<file path="src/rtl/dest_scoreboard.sv">
// In-order destination-register scoreboard: FIFO of {we, rd} per in-flight
// instruction plus per-register pending-write counters for RAW stalls.
module dest_scoreboard #(
  parameter int DEPTH = 4,
  parameter int PTR_W = 2,
  parameter int CNT_W = 3
) (
  input  logic             clk,
  input  logic             rst_n,
  input  logic             flush,
  input  logic             issue_valid,
  input  logic             issue_we,
  input  logic [2:0]       issue_rd,
  output logic             issue_ready,
  input  logic [2:0]       rs,
  input  logic             rs_used,
  input  logic [2:0]       rt,
  input  logic             rt_used,
  output logic             hazard,
  input  logic             wb_valid,
  output logic             wb_we,
  output logic [2:0]       wb_rd,
  output logic             empty,
  output logic [CNT_W-1:0] count
);
  localparam logic [CNT_W-1:0] FULL = CNT_W'(DEPTH);
  localparam logic [CNT_W-1:0] ONE  = CNT_W'(1);

  logic             we_q [DEPTH];
  logic [2:0]       rd_q [DEPTH];
  logic [PTR_W-1:0] wr_ptr_q, wr_ptr_d;
  logic [PTR_W-1:0] rd_ptr_q, rd_ptr_d;
  logic [CNT_W-1:0] cnt_q, cnt_d;
  logic [CNT_W-1:0] pend_q [8];
  logic [CNT_W-1:0] pend_d [8];
  logic [7:0]       inc, dec;
  logic             push, pop;
  logic             head_we;
  logic [2:0]       head_rd;

  assign empty       = (cnt_q == '0);
  assign issue_ready = (cnt_q != FULL);
  assign count       = cnt_q;
  assign push        = issue_valid && issue_ready;
  assign pop         = wb_valid && !empty;
  assign head_we     = we_q[rd_ptr_q];
  assign head_rd     = rd_q[rd_ptr_q];
  assign wb_we       = head_we && !empty;
  assign wb_rd       = empty ? 3'd0 : head_rd;

  // Only registered counters feed hazard, so a same-cycle issue never
  // stalls the instruction that is issuing it.
  assign hazard = (rs_used && (pend_q[rs] != '0))
               || (rt_used && (pend_q[rt] != '0));

  always_comb begin
    wr_ptr_d = wr_ptr_q + PTR_W'(push);
    rd_ptr_d = rd_ptr_q + PTR_W'(pop);
    cnt_d    = cnt_q;
    inc      = '0;
    dec      = '0;
    if (push && !pop) cnt_d = cnt_q + ONE;
    if (pop && !push) cnt_d = cnt_q - ONE;
    for (int i = 0; i < 8; i++) begin
      inc[i]    = push && issue_we && (issue_rd == 3'(i));
      dec[i]    = pop && head_we && (head_rd == 3'(i));
      pend_d[i] = pend_q[i];
      if (inc[i] && !dec[i]) pend_d[i] = pend_q[i] + ONE;
      if (dec[i] && !inc[i]) pend_d[i] = pend_q[i] - ONE;
    end
    if (flush) begin
      wr_ptr_d = '0;
      rd_ptr_d = '0;
      cnt_d    = '0;
      for (int i = 0; i < 8; i++) pend_d[i] = '0;
    end
  end

  always_ff @(posedge clk or negedge rst_n) begin
    if (!rst_n) begin
      wr_ptr_q <= '0;
      rd_ptr_q <= '0;
      cnt_q    <= '0;
      for (int i = 0; i < 8; i++) pend_q[i] <= '0;
      for (int i = 0; i < DEPTH; i++) begin
        we_q[i] <= 1'b0;
        rd_q[i] <= 3'd0;
      end
    end else begin
      wr_ptr_q <= wr_ptr_d;
      rd_ptr_q <= rd_ptr_d;
      cnt_q    <= cnt_d;
      for (int i = 0; i < 8; i++) pend_q[i] <= pend_d[i];
      if (push && !flush) begin
        we_q[wr_ptr_q] <= issue_we;
        rd_q[wr_ptr_q] <= issue_rd;
      end
    end
  end

endmodule

</file>
<file path="config.mk">
export PLATFORM = sky130hd
export DESIGN_NAME = dest_scoreboard
export DESIGN_NICKNAME = d
export VERILOG_FILES = /design/src/rtl/dest_scoreboard.sv
export SDC_FILE = /design/constraint.sdc
export NUM_CORES = 1
export LEC_CHECK = 0
export BUFFER_PORTS_ARGS = -buffer_cell sky130_fd_sc_hd__buf_2
export CORE_MARGIN = 8
export CORE_UTILIZATION = 30
export CTS_BUF_LIST = sky130_fd_sc_hd__clkbuf_2 sky130_fd_sc_hd__clkbuf_4 sky130_fd_sc_hd__clkbuf_8
export CTS_CLUSTER_SIZE = 8
export DETAILED_ROUTE_END_ITERATION = 10
export PLACE_DENSITY = 0.44
export SLEW_MARGIN = 20
export SYNTH_ARGS = -nofsm -noshare
export SYNTH_HDL_FRONTEND = slang
export SYNTH_SLANG_ARGS = --single-unit
</file>
<file path="constraint.sdc">
create_clock -name clk -period 4.36 [get_ports clk]
set_input_delay 0.436 -clock clk [delete_from_list [all_inputs] [get_ports clk]]
set_output_delay 0.436 -clock clk [all_outputs]
set_load 0.03 [all_outputs]
</file>
; ---- Word-level counts from Yosys, hierarchy flattened
; Index checks and enable logic that the tools add are counted.
[word_totals]
wordCells = 182
output_inout_bits = 10
ff_bits = 47
in_bits = 17
[classes]
n_eq_ne = 15
n_reduce_logical = 78
bitwise = 4
n_mux = 41
add_sub_neg = 20
order_cmp = 5
[op_table]
columns = operator, n
row1 = $mux 3, 27
row2 = $logic_and 1x1->1, 43
row3 = $reduce_bool 3->1, 11
row4 = $add 3x1->3 const B, 9
row5 = $sub 3x1->3 const B, 9
row6 = $eq 3x3->1 const B, 8
row7 = $mux 24, 1
row8 = $logic_not 1->1, 20
row9 = $bmux 3 s3, 2
row10 = $bwmux 12, 1
row11 = $eq 3x2->1 const B, 4
row12 = $logic_not 3->1, 3
row13 = $ge 4x4->1 const B, 2
row14 = $not 3->4, 2
row15 = $bmux 3 s2, 1
row16 = $demux 3 s2, 1
row17 = $eq 3x1->1 const B, 2
row18 = $ge 3x3->1 const B, 2
row19 = $not 2->3, 2
row20 = $add 2x1->2, 2
row21 = $bwmux 4, 1
row22 = $mux 2, 2
row23 = $lt 3x1->1 const B, 1
row24 = $mux 1, 3
row25 = other kinds (4), 4

; ---- Longest topological paths before layout
[logic_depth]
ltp_word = 11
depth_mapped = 11
ltp_nobuf = 10

; ---- Worst setup path after synthesis
; No wires, ideal clock.
[synth_path]
path_kind = reg2reg
start = register rd_ptr_q[0]
end = register pend_q[8] (netlist name)
setup_ps = 90
required_ps = 4270
synth_period_minus_slack_ps = 2905
n_path_buf = 1
path_slack_ps = 1455
path_stages_with_launch = 11
arrival_ps = 2815
path_cell_list = dfrtp_1 mux4_2 buf_6 nor3b_2 nand2_1 nor2_1 fa_1 or3b_2 nor4_1 a2111oi_0 o2111ai_1
[synth_via]
elab_chain_cells = 9
elab_cells_between_ends = 16
cone_classes = 1 x eq/ne / 8 x mux / 1 x bitwise / 6 x reduce/logical
[synth_rtl]
columns = item, line
row1 = from (decl), 32  ; logic [PTR_W-1:0] rd_ptr_q, rd_ptr_d;
row2 = from (signal assigned), 91  ; rd_ptr_q <= rd_ptr_d;
row3 = $not 2->3 (not written as such) (*), "46, 47"
row4 = $bmux 3 s2 / $bmux 1 s2 (equally long branches), "47, 46"
row5 = $mux 3 (not written as such) / $mux 1 (equally long branches) (2 in series), "47, 46"
row6 = $eq 3x3->1 / $logic_and 1x1->1 (equally long branches), 66  ; dec[i] = pop && head_we && (head_rd == 3'(i));
row7 = $logic_and 1x1->1 (*), 66
row8 = $logic_and 1x1->1 / $logic_not 1->1 (equally long branches), "69, 68"
row9 = $mux 3 / $logic_and 1x1->1 (equally long branches), "69, 68"
row10 = $mux 24 / $reduce_bool 3->1 (equally long branches), -
row11 = to (decl), 34  ; logic [CNT_W-1:0] pend_q [8];
; Mark *: on every way between the ends. The rest lies on a longest branch, timed or not. The select of a mux whose other input is x is not followed.
; A chain may end at the register's enable or synchronous reset.

; ---- Worst setup path in the final report
; Same ends and word-level chain as after synthesis.

==> metrics.csv <==
metric;value;unit
worstPathArrival;3.60;ns
cap_violations;0;
grt_pass1_wl;18450;um
clk_pin_slew;0.11;ns
die_area;16320;um^2
ys_ff_latch;47;
min_period;3.412;ns
slew_headroom;35.48;%
yosysMostFrequentCell;dfrtp_1;
ant_nets;0;
whs;0.2161;ns
synth_flop_cell;dfrtp_1;
post_cts_buffers;0;
critical_path.max_fanout;18;
route.detailed.drc;0;
drive_gt1_share;19.76;%
syn_avg_cell_area;9.182;um^2
cts_hold_buf;0;
cp.required;4.54;ns
final_area;4118;um^2
tightest_slew;0.9677;ns
start_util;30.18;%
grt_pass1_vias;3610;
crit_buf_inv;0;
path_delay_family;simple AND/OR/NAND/NOR gates;
dpl-instance-area;4020;um^2
vias;3514;
p_per_area;452.2;nW/um^2
timing.rr.start;rd_ptr_q[0];
status;completed;
ys_types;49;
cts_sinks;47;
hold_viol;0;
synth_top_area_cell;dfrtp_1;
vdd_ir_drop_max;207.3;uV
max_clock_freq;293.1;MHz
insertion_delay;0.32;ns
ys_async_sr_fraction;100.0;%
finalClockSkew;0.009220;ns
finalSetupViolCount;0;
cts_tree;done;
dr.pass1.iters;4;
p_total;1.862;mW
vias_per_cell;5.986;
rsz0062_at_grt;false;
synth_area;3746;um^2
cp-start-kind;register;
track_usage;14.08;%
worstSetupEndpointType;register;
globalplace.congestion;0.7702;
syn_to_final_growth;9.920;%
ctsRootBufferMaster;clkbuf_8;
ys_warn_count;0;
rows;41;
critPathKind;register to register;
num_antenna_cells;0;
fin_crit_sh;78.26;%
post_drt_wl_per_cell;19.55;um
synth_cells;408;
wirelength;11480;um
holdCritPathClass;input port to asynchronous set/reset pin;
cts-resized-gates;0;
grt_start_max_net_pins;62;
drt_iter0_markers;299;
htreeDepth;2;
synth_commonest_cells;dfrtp_1 (47), nor4_1 (35), nand2b_1 (34), clkbuf_1 (28), a31oi_1 (24);
ys_seq_area_share;31.40;%
dieWidth;127.7;um
dp_hpwl;7702;um
grt_overflow;0;
portBuffers;26;
fp.dieH;127.7;um
nets;442;
syn_nets;436;
path_cells;mux4_1 > and2_1 > nand2_1 > nor2_1 > fa_1 > or3b_2 > nor4_1 > a2111oi_0 > o2111ai_1;
cellLeakagePower;1.513;nW
coreArea;12410;um^2
cpPeakStageDelay;0.67;ns
antenna_found_initial;0;
critPathLaunch;rd_ptr_q[0];
synth_top_area_share;31.40;%
cp_slowest_cell;mux4_1;
drv_slew;0;
setup_tns;0;ns
clk_path_buf_depth;2;
synthTopCellsByArea;dfrtp_1 (31%), nor4_1 (5.8%), nand2b_1 (5.7%), fa_1 (4.8%), mux2_2 (4.8%);
pin_count;27;
synth_edf_count;0;
cts-buffers-inserted;5;
## report_power, final
part	switching [mW]	internal, mW	total [mW]
clock network	0.194	0.122	0.315
registers	0.0920	0.536	0.628
logic	0.613	0.305	0.918
total	0.898	0.964	1.86
## per-layer routing
| layer | up-vias | routed length [um] | global-route usage [%] |
|---|---|---|---|
| met1 | 1752 | 4926 | 16.56 |
| met5 | - | 0 | 0 |
| met3 | 16 | 513 | 1.872 |
| met2 | 112 | 5791 | 25.42 |
| li1 | 1634 | - | - |
| met4 | 0 | 246 | 5.245 |
## state kept, by name, indices dropped and copies added (netlist names)
register  count
rd_ptr_q      2
wr_ptr_q      2
we_q          4
count         3
rd_q         12
pend_q       24
## layout by cell type (no fill, tap or decap), drive strengths merged, types with 8 or more instances in the layout
cell type,Yosys,routed
dfrtp,47,47
nor4,35,35
buf,8,35
nand2b,34,34
a31oi,24,24
nor3,21,21
nand3,18,18
nor2,18,18
mux2,16,16
o22ai,16,16
o311ai,16,16
nand4,14,14
nand2,12,12
or2,9,9
nor2b,9,9
fa,9,9
o2111ai,8,8
mux4,8,8
## per-stage QoR
step                cells  setup slack (ns)  utilization [%]
detailed placement    579             1.022            32.38
global placement      579             1.086            32.38
floorplan             408             1.455                -
finish                587            0.9481            33.17
global route          587            0.7213            33.17
CTS                   587             1.002            33.17
## cell type report
class	instances	area, um^2
inverters	3	11.26
multi-input cells	322	2420
well taps	172	215.2
repair buffers	35	197.7
fillers	1344	8297
clock buffers	5	68.82
flip-flops and latches	47	1176
clock inverters	3	28.78
## worst paths after layout
path / end / slack [ns] / cells past startpoint
worst max register to register: pend_q[8] / 0.95 / 9
worst max-delay path: pend_q[8] / 0.95 / 9
max in group asynchronous: pend_q[20] / 3.70 / 2
worst min-delay path: wr_ptr_q[1] / 0.22 / 2
min in group clk: rd_q[2] / 0.45 / 2
worst min register to register: rd_q[0] / 0.51 / 1
## cells by family (layout without fill, tap and decap cells)
family	after synthesis	after routing	share of synthesized area [%]
AOI/OAI and AO/OA	83	83	16.40
buffers and inverters	39	46	4.175
adders and majority gates	11	11	5.477
and+or+nand+nor	200	200	31.73
DFF	47	47	31.40
muxes	26	26	10.35
xor gates and xnor gates	2	2	0.4677
Power figures use the tool's default switching activity.
